[src/rtl/pong_vga_timing_driver.sv]
// Raster timing master for the pong pixel interface. It generates the counters and
// strobes, and registers the engine colour onto VGA pins with sync delayed to match.
module pong_vga_timing_driver #(
  parameter int H_VISIBLE       = 640,
  parameter int H_FP            = 16,
  parameter int H_SYNC          = 96,
  parameter int H_BP            = 48,
  parameter int V_VISIBLE       = 480,
  parameter int V_FP            = 10,
  parameter int V_SYNC          = 2,
  parameter int V_BP            = 33,
  parameter int H_CNT_WID       = 10,
  parameter int V_CNT_WID       = 10,
  parameter int PIPELINE_STAGES = 1,
  parameter bit SYNC_ACTIVE_LOW = 1'b1
) (
  input  logic                 pixIf_CLK,
  input  logic                 rst,
  output logic [H_CNT_WID-1:0] pixIf_H_CNT,
  output logic [V_CNT_WID-1:0] pixIf_next_V_CNT,
  output logic                 pixIf_H_BLANKING,
  output logic                 pixIf_NEXT_FRAME,
  input  logic [3:0]           pixIf_r,
  input  logic [3:0]           pixIf_g,
  input  logic [3:0]           pixIf_b,
  output logic                 vga_hsync,
  output logic                 vga_vsync,
  output logic [3:0]           vga_r,
  output logic [3:0]           vga_g,
  output logic [3:0]           vga_b
);

  localparam int H_TOTAL = H_VISIBLE + H_FP + H_SYNC + H_BP;
  localparam int V_TOTAL = V_VISIBLE + V_FP + V_SYNC + V_BP;

  localparam logic [H_CNT_WID-1:0] H_LAST       = H_CNT_WID'(H_TOTAL - 1);
  localparam logic [H_CNT_WID-1:0] H_VIS_END    = H_CNT_WID'(H_VISIBLE);
  localparam logic [H_CNT_WID-1:0] H_SYNC_START = H_CNT_WID'(H_VISIBLE + H_FP);
  localparam logic [H_CNT_WID-1:0] H_SYNC_END   = H_CNT_WID'(H_VISIBLE + H_FP + H_SYNC);
  localparam logic [H_CNT_WID-1:0] H_ONE        = H_CNT_WID'(1);

  localparam logic [V_CNT_WID-1:0] V_LAST       = V_CNT_WID'(V_TOTAL - 1);
  localparam logic [V_CNT_WID-1:0] V_VIS_END    = V_CNT_WID'(V_VISIBLE);
  localparam logic [V_CNT_WID-1:0] V_VIS_LAST   = V_CNT_WID'(V_VISIBLE - 1);
  localparam logic [V_CNT_WID-1:0] V_SYNC_START = V_CNT_WID'(V_VISIBLE + V_FP);
  localparam logic [V_CNT_WID-1:0] V_SYNC_END   = V_CNT_WID'(V_VISIBLE + V_FP + V_SYNC);
  localparam logic [V_CNT_WID-1:0] V_ONE        = V_CNT_WID'(1);

  typedef struct packed {
    logic de;
    logic hs;
    logic vs;
  } flags_t;

  logic [H_CNT_WID-1:0] h_cnt;
  logic [V_CNT_WID-1:0] v_cnt;
  flags_t               raw;
  flags_t               dly;

  always_ff @(posedge pixIf_CLK) begin
    // NOTE: non-blocking assignments so every register updates from pre-edge values.
    if (rst) begin
      h_cnt <= '0;
      v_cnt <= '0;
    end else if (h_cnt == H_LAST) begin
      h_cnt <= '0;
      v_cnt <= (v_cnt == V_LAST) ? '0 : v_cnt + V_ONE;
    end else begin
      h_cnt <= h_cnt + H_ONE;
    end
  end

  assign pixIf_H_CNT      = h_cnt;
  assign pixIf_H_BLANKING = (h_cnt >= H_VIS_END);
  assign pixIf_next_V_CNT = (v_cnt == V_LAST) ? '0 : v_cnt + V_ONE;
  assign pixIf_NEXT_FRAME = (h_cnt == H_VIS_END) && (v_cnt == V_VIS_LAST);

  always_comb begin
    // NOTE: every field is written on every pass, so no latch can be inferred.
    raw.de = (h_cnt < H_VIS_END) && (v_cnt < V_VIS_END);
    raw.hs = (h_cnt >= H_SYNC_START) && (h_cnt < H_SYNC_END);
    raw.vs = (v_cnt >= V_SYNC_START) && (v_cnt < V_SYNC_END);
  end

  // Delay the flags by the engine latency so they meet the matching colour.
  generate
    if (PIPELINE_STAGES == 0) begin : g_no_delay
      assign dly = raw;
    end else begin : g_delay
      flags_t sr [PIPELINE_STAGES];

      always_ff @(posedge pixIf_CLK) begin
        if (rst) begin
          // NOTE: this shift register is reset on purpose; stale flags would glitch the pins on release.
          for (int i = 0; i < PIPELINE_STAGES; i++) sr[i] <= '0;
        end else begin
          sr[0] <= raw;
          for (int i = 1; i < PIPELINE_STAGES; i++) sr[i] <= sr[i-1];
        end
      end

      assign dly = sr[PIPELINE_STAGES-1];
    end
  endgenerate

  always_ff @(posedge pixIf_CLK) begin
    if (rst) begin
      vga_hsync <= SYNC_ACTIVE_LOW;
      vga_vsync <= SYNC_ACTIVE_LOW;
      vga_r     <= '0;
      vga_g     <= '0;
      vga_b     <= '0;
    end else begin
      vga_hsync <= dly.hs ^ SYNC_ACTIVE_LOW;
      vga_vsync <= dly.vs ^ SYNC_ACTIVE_LOW;
      vga_r     <= dly.de ? pixIf_r : '0;
      vga_g     <= dly.de ? pixIf_g : '0;
      vga_b     <= dly.de ? pixIf_b : '0;
    end
  end

endmodule

[config.mk]
export PLATFORM = sky130hd
export DESIGN_NAME = pong_vga_timing_driver
export DESIGN_NICKNAME = d
export VERILOG_FILES = /design/src/rtl/pong_vga_timing_driver.sv
export SDC_FILE = /design/constraint.sdc
export NUM_CORES = 1
export LEC_CHECK = 0
export ABC_AREA = 0
export ABC_CLOCK_PERIOD_IN_PS = 4900
export BUFFER_PORTS_ARGS = -buffer_cell sky130_fd_sc_hd__buf_2
export CAP_MARGIN = 10
export CORE_ASPECT_RATIO = 1.25
export CORE_MARGIN = 2
export CORE_UTILIZATION = 44
export CTS_CLUSTER_DIAMETER = 60
export DETAILED_ROUTE_END_ITERATION = 12
export PLACE_DENSITY = 0.79
export SETUP_SLACK_MARGIN = 0.02
export SLEW_MARGIN = 10
export SYNTH_ARGS = -nofsm -noshare
export SYNTH_HDL_FRONTEND = slang
export SYNTH_SLANG_ARGS = --single-unit
[constraint.sdc]
create_clock -name pixIf_CLK -period 4.9 [get_ports pixIf_CLK]
set_input_delay 0.49 -clock pixIf_CLK [delete_from_list [all_inputs] [get_ports pixIf_CLK]]
set_output_delay 0.49 -clock pixIf_CLK [all_outputs]
set_load 0.02 [all_outputs]
==> flow_summary.ini <==
[status]
status = completed

[sta]
setup_slack_ns = 2.58
holdWs_ns = 0.372
hold_violations = 0
setup-violations-final = 0
fin_crit_ns = 2.32
fmax_mhz = 431
finalMaxSlewViolations = 0
grt_setup_unrepaired = false
worst_slew_pin_slew_ns = 0.573
slew_headroom_pct = 61.5
finClkSkew_ns = 0.0111
fin_tns_setup_ns = 0
fin_crit_sh_pct = 47.3

[floorplanning]
rows = 24
io_pins = 50
start_util_pct = 46.3
die_x_um = 58.4
dieArea_mm2 = 0.00420
fp.dieH_um = 72.0
core_area_mm2 = 0.00351

[worst_hold_path]
hp-start = g_delay.sr[0][1]$_SDFF_PP0_
hold_depth = 1
hold_class = register to register
holdPathEnd = vga_hsync$_SDFF_PP1_

[cts]
holdBufCountCts = 0
clk_transition_reported_paths_ns = 0.08
clock_latency_ns = 0.29
cts_buffer_depth = 2
tritoncts = built
cts.sink_count = 37
cts_resized = 0
postCtsSetupBuffers = 0
cts_root_buf = clkbuf_8
cts_inserted_buffers = 5
cts.htree.levels = 2

[global_route]
grt_first_pass_wirelength_mm = 5.51
grt-ovfl-total = 0
grt_pass1_vias = 1222
track_usage_pct = 17.1
grt_max_degree = 14
antenna_found_initial = 0

[yosys]
synth-warning-count = 0
ys_seq_area_share_pct = 45.5
synth_seq_cells = 37
ys_types = 35
synth_edf_count = 0
syn-cell-area_mm2 = 0.00163
syn_area_per_cell_um2 = 9.04
synthCells = 180
synth_area_leaders = dfxtp_1 46%, xnor2_1 5.4%, and2_1 5.0%
synth_nets = 198
synth_top_area_cell = dfxtp_1
yosysTopAreaCellShare_pct = 45.5
synthFlopType = dfxtp_1
async_reset_ff_share_pct = 0

[pwr]
peakVddDrop_v = 0.000213
p_total_uw = 610
powerDensity_mw_per_mm2 = 305
p_leak_nw = 0.843

[place]
io_buffers = 49
preCtsSetupSlack_ns = 2.90
place.detailed.hpwl_mm = 2.52
gp_congestion = 0.823
dpl_cell_area_mm2 = 0.00188

[worst_setup_path]
crit_path_end_kind = output pin
worst-r2r-setup-slack_ns = 2.88
r2r-end = v_cnt[9]$_SDFFE_PP0N_
r2r_cells = 5
cp.required_ns = 4.41
cp_max_fo = 11
cp_data_arrival_time_ns = 1.83
reg2reg_from = pixIf_H_CNT[0]$_SDFF_PP0_
worstSetupStartpointType = register
path_class = register to output pin

[drt]
drt_iter0_drc = 37
topRoutingLayerUsed = met4
vias = 1396
dr_wl_met3_um = 172
wl_met1_mm = 1.51
drt-total-wl_mm = 3.44
dr.pass1.iters = 4
wl_per_cell_um = 12.8
vias_per_cell = 5.21
drc = 0
wl_met2_mm = 1.71
ant_nets = 0

[layout]
num-nets-final = 246
area_delta_synth_final_pct = 22.9
final_common_cell = buf_2
drive_above_1_share_pct = 27.5
n_antenna_cell = 0
most-common-layout-cells = 49 x buf_2, 37 x dfxtp_1, 21 x nor2_1
final_cell_area_mm2 = 0.00200

[run]
cap_violations = 0
## cells in the mapped netlist (2+ instances only)
library cell / instances
dfxtp_1: 37
nor2_1: 21
and2_1: 13
nand3_1: 10
xnor2_1: 10
a31oi_1: 9
inv_1: 8
nand2_1: 8
nor3_1: 7
xor2_1: 6
clkbuf_1: 5
nor4_1: 5
ha_1: 4
nand3b_1: 4
nand4_1: 4
nor3b_1: 3
or2_2: 3
a22o_1: 2
and3_1: 2
buf_2: 2
nand2b_1: 2
nor2b_1: 2
## flip-flops by register name, summed over array words and instances (netlist names)
| signal | flops |
|---|---|
| g_delay.sr | 3 |
| pixIf_H_CNT | 10 |
| v_cnt | 10 |
| vga_b | 4 |
| vga_g | 4 |
| vga_hsync | 1 |
| vga_r | 4 |
| vga_vsync | 1 |
## per-stage QoR
step / util (%) / std cells
after floorplan: - / 180
after global placement: 53.6 / 260
after detailed placement: 53.6 / 260
after CTS: 56.9 / 268
after global routing: 56.9 / 268
final: 56.9 / 268
## cell type report
class / instances / area [um2]
fillers: 340 / 1510
inverters: 8 / 30.0
clock inverters: 3 / 46.3
clock buffers: 5 / 68.8
flip-flops and latches: 37 / 741
repair buffers: 49 / 245
well taps: 39 / 48.8
multi-input cells: 127 / 820
## critical path, stage by stage, from the launching register on
cell and delay (ns):
dfxtp_1 0.52, nand3_1 0.27, or2_2 0.39, xnor2_1 0.17, buf_2 0.19
## cells by family (layout without fill, tap and decap cells)
kind of cell               Yosys count  count (layout)  share of synthesized area [%]
adders and majority gates            4               4                           3.08
AOI/OAI and AO/OA                   17              17                           7.15
xor gates and xnor gates            16              16                           8.62
muxes                                1               1                          0.615
and+or+nand+nor                     89              89                           30.9
DFF                                 37              37                           45.5
buffers and inverters               16              65                           4.08
## routing by layer
metal	global-route usage, %	vias to the layer above
met4	6.98	0
met1	20.6	640
met5	0	-
li1	-	711
met3	3.92	4
met2	29.0	41
## power breakdown
group	switching, mW	leakage [nW]	internal (mW)
Sequential	0.00421	0.301	0.307
Combinational	0.0196	0.488	0.0140
Clock	0.113	0.0543	0.152
Total	0.136	0.843	0.473
## worst max-delay path by stage
stage	startpoint	endpoint	slack, ns	depth (start not counted)
2_1_floorplan	pixIf_H_CNT[0]$_SDFF_PP0_	pixIf_NEXT_FRAME	2.83	5
3_3_place_gp	v_cnt[1]$_SDFFE_PP0N_	pixIf_next_V_CNT[6]	2.93	5
3_5_place_dp	v_cnt[1]$_SDFFE_PP0N_	pixIf_next_V_CNT[6]	2.90	5
4_1_cts	v_cnt[2]$_SDFFE_PP0N_	pixIf_next_V_CNT[6]	2.57	4
5_1_grt	v_cnt[2]$_SDFFE_PP0N_	pixIf_next_V_CNT[6]	2.41	4
6_report	v_cnt[2]$_SDFFE_PP0N_	pixIf_next_V_CNT[6]	2.58	4
(Power assumes the default switching activity.)
